==> config.mk <==
export PLATFORM = sky130hd
export DESIGN_NAME = morra_cinese_param
export DESIGN_NICKNAME = d
export VERILOG_FILES = /design/src/rtl/morra_cinese_param.sv
export SDC_FILE = /design/constraint.sdc
export NUM_CORES = 1
export LEC_CHECK = 0
export CORE_AREA = 2 2 64 66
export CTS_BUF_LIST = sky130_fd_sc_hd__clkbuf_4 sky130_fd_sc_hd__clkbuf_8
export CTS_CLUSTER_DIAMETER = 30
export DETAILED_ROUTE_END_ITERATION = 8
export DIE_AREA = 0 0 66 68
export HOLD_SLACK_MARGIN = 0.05
export PLACE_DENSITY = 0.75
export SYNTH_ARGS = -nofsm -noshare
export SYNTH_HDL_FRONTEND = slang
export SYNTH_SLANG_ARGS = --single-unit
==> constraint.sdc <==
create_clock -name clk -period 4.34 [get_ports clk]
set_clock_uncertainty 0.15 [all_clocks]
set_input_delay 0.868 -clock clk [delete_from_list [all_inputs] [get_ports clk]]
set_output_delay 0.868 -clock clk [all_outputs]
set_load 0.01 [all_outputs]
==> src/rtl/morra_cinese_param.sv <==
// Parametrised rock-paper-scissors match engine: scores one round per clock, ends on round limit or early-win margin.
// Define MORRA_BLOCK_RULE_EN to forbid the previous round's winner from repeating its winning move.
module morra_cinese_param #(
    parameter int unsigned CNT_W       = 5,
    parameter int unsigned BASE_MANCHE = 4,
    parameter int unsigned MIN_MANCHE  = 4,
    parameter int unsigned WIN_MARGIN  = 2
) (
    input  logic                  clk,
    input  logic                  rst,
    input  logic [1:0]            primo,
    input  logic [1:0]            secondo,
    input  logic                  inizia,
    output logic [1:0]            manche,
    output logic [1:0]            partita,
    output logic signed [CNT_W:0] vantaggio,
    output logic [CNT_W-1:0]      num_manche,
    output logic                  busy
);
    localparam int unsigned VW = CNT_W + 1;

    localparam logic [1:0] SASSO   = 2'b01;
    localparam logic [1:0] CARTA   = 2'b10;
    localparam logic [1:0] FORBICE = 2'b11;

    localparam logic [1:0] R_NONE    = 2'b00;
    localparam logic [1:0] R_PRIMO   = 2'b01;
    localparam logic [1:0] R_SECONDO = 2'b10;
    localparam logic [1:0] R_TIE     = 2'b11;

    typedef enum logic [1:0] {
        IDLE = 2'b00,
        PLAY = 2'b01,
        DONE = 2'b10
    } state_t;

    state_t                state;
    logic [CNT_W-1:0]      max_r;
`ifdef MORRA_BLOCK_RULE_EN
    logic [1:0]            blk_mv;
    logic                  blk_sec;
`endif

    logic [1:0]            res_c;
    logic                  valid_c;
    logic [CNT_W-1:0]      num_nx_c;
    logic signed [CNT_W:0] van_nx_c;
    logic [CNT_W:0]        abs_c;
    logic                  end_c;
    logic [1:0]            fin_c;

    function automatic logic beats(input logic [1:0] a, input logic [1:0] b);
        return ((a == SASSO) && (b == FORBICE)) ||
               ((a == FORBICE) && (b == CARTA)) ||
               ((a == CARTA) && (b == SASSO));
    endfunction

    // Round evaluation on the current inputs, end test on the would-be updated counters
    always_comb begin
        res_c = R_TIE;
        if (beats(primo, secondo)) begin
            res_c = R_PRIMO;
        end else if (beats(secondo, primo)) begin
            res_c = R_SECONDO;
        end

        valid_c = (primo != 2'b00) && (secondo != 2'b00);
`ifdef MORRA_BLOCK_RULE_EN
        if ((blk_mv != 2'b00) &&
            ((!blk_sec && (primo == blk_mv)) || (blk_sec && (secondo == blk_mv)))) begin
            valid_c = 1'b0;
        end
`endif

        num_nx_c = num_manche + CNT_W'(1);
        case (res_c)
            R_PRIMO:   van_nx_c = vantaggio + $signed(VW'(1));
            R_SECONDO: van_nx_c = vantaggio - $signed(VW'(1));
            default:   van_nx_c = vantaggio;
        endcase

        abs_c = van_nx_c[CNT_W] ? VW'(-van_nx_c) : VW'(van_nx_c);
        end_c = (num_nx_c == max_r) ||
                ((num_nx_c >= CNT_W'(MIN_MANCHE)) && (abs_c >= VW'(WIN_MARGIN)));

        if (van_nx_c[CNT_W]) begin
            fin_c = R_SECONDO;
        end else if (van_nx_c == '0) begin
            fin_c = R_TIE;
        end else begin
            fin_c = R_PRIMO;
        end
    end

    // Match FSM with registered outputs; inizia overrides everything
    always_ff @(posedge clk or posedge rst) begin
        if (rst) begin
            state      <= IDLE;
            max_r      <= '0;
            manche     <= R_NONE;
            partita    <= R_NONE;
            vantaggio  <= '0;
            num_manche <= '0;
            busy       <= 1'b0;
`ifdef MORRA_BLOCK_RULE_EN
            blk_mv     <= 2'b00;
            blk_sec    <= 1'b0;
`endif
        end else if (inizia) begin
            state      <= PLAY;
            max_r      <= CNT_W'({primo, secondo}) + CNT_W'(BASE_MANCHE);
            manche     <= R_NONE;
            partita    <= R_NONE;
            vantaggio  <= '0;
            num_manche <= '0;
            busy       <= 1'b1;
`ifdef MORRA_BLOCK_RULE_EN
            blk_mv     <= 2'b00;
            blk_sec    <= 1'b0;
`endif
        end else begin
            case (state)
                PLAY: begin
                    if (valid_c) begin
                        manche     <= res_c;
                        num_manche <= num_nx_c;
                        vantaggio  <= van_nx_c;
`ifdef MORRA_BLOCK_RULE_EN
                        if (res_c == R_TIE) begin
                            blk_mv <= 2'b00;
                        end else begin
                            blk_mv  <= (res_c == R_PRIMO) ? primo : secondo;
                            blk_sec <= (res_c == R_SECONDO);
                        end
`endif
                        if (end_c) begin
                            partita <= fin_c;
                            busy    <= 1'b0;
                            state   <= DONE;
                        end
                    end else begin
                        manche <= R_NONE;
                    end
                end
                default: begin
                    manche <= R_NONE;
                end
            endcase
        end
    end
endmodule

==> metrics.txt <==
CP max stage cell=or4bb_4; Port Buf Inserts=22; Slew Viols, Final=0; vias per cell=5.49; TNS Setup=0 ps; Least-Margin Pin Slew=932 ps; CP bufs+invs=2; worst r2r src=vantaggio[1]$_DFFE_PP0P_; Hold WC Path Type=register to register; CP Cell Sequence=clkdlybuf4s50_1, ha_1, or4bb_4, nand3_2, buf_4, fa_2, mux2i_2, ha_2, a21oi_1, o211ai_1, a211o_1, a21oi_4, o21ai_0; DRT Pass-1 Iters=4; r2r setup slk=1550 ps; Internal Pwr Total=0.508 mW; Die ar.=0.00449 mm2; fin nets=231; FF-to-FF End=state[1]$_DFFE_PP0P_; Max stage delay on crit path=540 ps; fmax=239 MHz; Psw=0.248 mW; top cell type by total area after synthesis=dfrtp_1; total wire length=3820 um; Post-synth EDFFs=0; fin crit period=4190 ps; Yosys cell types=49; worst hold stages=1; htree depth=1; hold path start=partita[0]$_DFFE_PP0P_; initial antenna violation count=0; first-pass GRT wire length=6240 um; WP data required=4310 ps; clock share of power=0.251; Remaining DRCs=0; number of global-route vias before repair=1386; clk buf depth=2; Async SR Flop Fraction=1.00; max_cap viols=0; critical path class=input pin to register; First DRT Iteration DRCs=57; Startpoint Class=input pin; # rows=23; dpl hpwl=2790 um; Root Buffer=clkbuf_8; Crit Path Max Fanout=4; largest net degree at the start of global routing=26; initial core utilization=0.421; clock transition at the registers of the reported paths=80 ps; Levels on crit path=13; Tot GR Track Use=0.180; routed vias=1434; placer congestion estimate=0.814; synth top area cells=dfrtp_1, ha_1, xnor2_1; antenna viol nets, final=0; clk sink count=22; Netlist Area Pre-Place=0.00162 mm2; final setup fails=0; pre-CTS WS=-163 ps; Mapped Cells=176; pwr/cell area=357 mW/mm2; hold path endpoint=partita[0]$_DFFE_PP0P_; Flop pwr share=0.355; layout cells sized above 1=0.194; Switching Share=0.328; most frequent cells in the layout=dfrtp_1, clkdlybuf4s50_1, nor2_1; Inserted Diodes=0; gr ovfl total=0; CP top delay family=adder cells; # IOs=23; cells on worst reg2reg path=8; post-route cell area=0.00212 mm2; Gate power share=0.393; total power=0.756 mW; area overhead of the layout relative to synthesis=30.4%; clock buffers created by TritonCTS=3; Worst slew margin=0.377; commonest non-fill, non-tap cell in the layout=dfrtp_1; Fill cells=368; Post-DP Area=0.00200 mm2; top cell type's share of synthesized area=0.339; Core ar.=0.00386 mm2; fin crit share=0.965; syn_area_per_cell=9.23 um2; Hold Vio Cnt, Final=0; Finished Core Util=0.549; CTS tree=done; maximum VDD drop=230 uV; syn nets=195; Yosys warnings=0; ys flop type=dfrtp_1; outcome=complete, no violations; setup ws final=152 ps; register area share after synthesis=0.339; Die Height=68 um; Leak=0.936 nW; WL/cell=14.6 um; worst-skew pair later-pin latency=270 ps; Crit. End Element=register; FF+latch count, synth=22; Die W=66 um; Worst EP arrival=4160 ps
## synthesized netlist by cell type (2+ instances only)
| cell | count |
|---|---|
| inv_1 | 8 |
| xnor2_1 | 11 |
| a211oi_1 | 6 |
| nand2_1 | 5 |
| o2bb2ai_1 | 2 |
| a31oi_1 | 4 |
| o211a_1 | 4 |
| a22oi_1 | 2 |
| o21ai_0 | 7 |
| a211o_1 | 2 |
| mux2i_1 | 2 |
| clkbuf_1 | 7 |
| or2_2 | 3 |
| or3_1 | 3 |
| o211ai_1 | 3 |
| o22ai_1 | 2 |
| dfrtp_1 | 22 |
| mux2_2 | 6 |
| xor2_1 | 3 |
| nand4_1 | 2 |
| nor3_1 | 3 |
| a21oi_1 | 10 |
| nor2_1 | 18 |
| nor4_1 | 2 |
| nand2b_1 | 2 |
| nand3_1 | 4 |
| ha_1 | 11 |
## flip-flops by register name, indices dropped and copies added, names as in the netlist
name,flops
vantaggio,6
max_r,5
num_manche,5
manche,2
partita,2
state,2
## worst reg2reg max path, stage by stage, from the launching register on
cell,delay [ps]
dfrtp_1,480
ha_1,350
a211oi_2,320
or2_2,210
a31oi_1,120
or3_1,400
a211o_1,310
a21oi_4,200
o21ai_0,100
## how the worst max path moves through the flow
| stage | from | slack (ps) | to |
|---|---|---|---|
| 2_1_floorplan | primo[0] | 460 | state[1]$_DFFE_PP0P_ |
| 3_3_place_gp | primo[0] | -80 | state[1]$_DFFE_PP0P_ |
| 3_5_place_dp | primo[1] | -160 | state[1]$_DFFE_PP0P_ |
| 4_1_cts | primo[1] | 120 | state[1]$_DFFE_PP0P_ |
| 5_1_grt | primo[0] | -40 | state[1]$_DFFE_PP0P_ |
| 6_report | primo[0] | 150 | state[1]$_DFFE_PP0P_ |
## cells by family after synthesis
logic type | after synthesis | synth area share
AO/OA/AOI/OAI | 54 | 0.233
XOR/XNOR | 14 | 0.0755
adder cells (fa/ha/maj) | 12 | 0.0971
buffers and inverters | 16 | 0.0378
flip-flops | 22 | 0.339
multiplexers | 8 | 0.0539
AND/OR/NAND/NOR | 50 | 0.163
## area by class of cell
cell class                      instances  area [um2]  share of cell area
Multi-Input combinational cell        138        1050               0.497
Clock inverter                          1        30.0              0.0142
Inverter                                8        30.0              0.0142
Sequential cell                        22         551               0.260
Timing Repair Buffer                   39         350               0.165
Clock buffer                            3        41.3              0.0195
Tap cell                               50        62.6              0.0296
## repair_timing
action,in CTS,in global routing
hold buffers,0,0
buffers inserted,0,0
endpoints found under the setup margin,0,4
resized for setup,0,11
## power groups by stage
stage / Combinational, mW / Sequential [mW] / Clock (mW)
floorplan: 0.170 / 0.273 / 0
global placement: 0.282 / 0.272 / 0
detailed placement: 0.285 / 0.272 / 0
CTS: 0.288 / 0.269 / 0.195
global route: 0.329 / 0.274 / 0.204
finish: 0.298 / 0.269 / 0.190
## per-stage QoR
| stage | hold slack, ps | instances |
|---|---|---|
| after floorplan | 347 | 176 |
| after global placement | 354 | 257 |
| after detailed placement | 352 | 257 |
| after CTS | 375 | 261 |
| after global routing | 396 | 261 |
| final | 370 | 261 |
## per-layer routing
| layer | up-vias | share of wire | global-route usage |
|---|---|---|---|
| li1 | 726 | - | - |
| met1 | 687 | 0.47 | 0.237 |
| met2 | 17 | 0.50 | 0.318 |
| met3 | 4 | 0.022 | 0.0164 |
| met4 | 0 | 0.010 | 0.0536 |
| met5 | - | 0 | 0 |
Note: power is estimated with default switching activity, not from simulation.
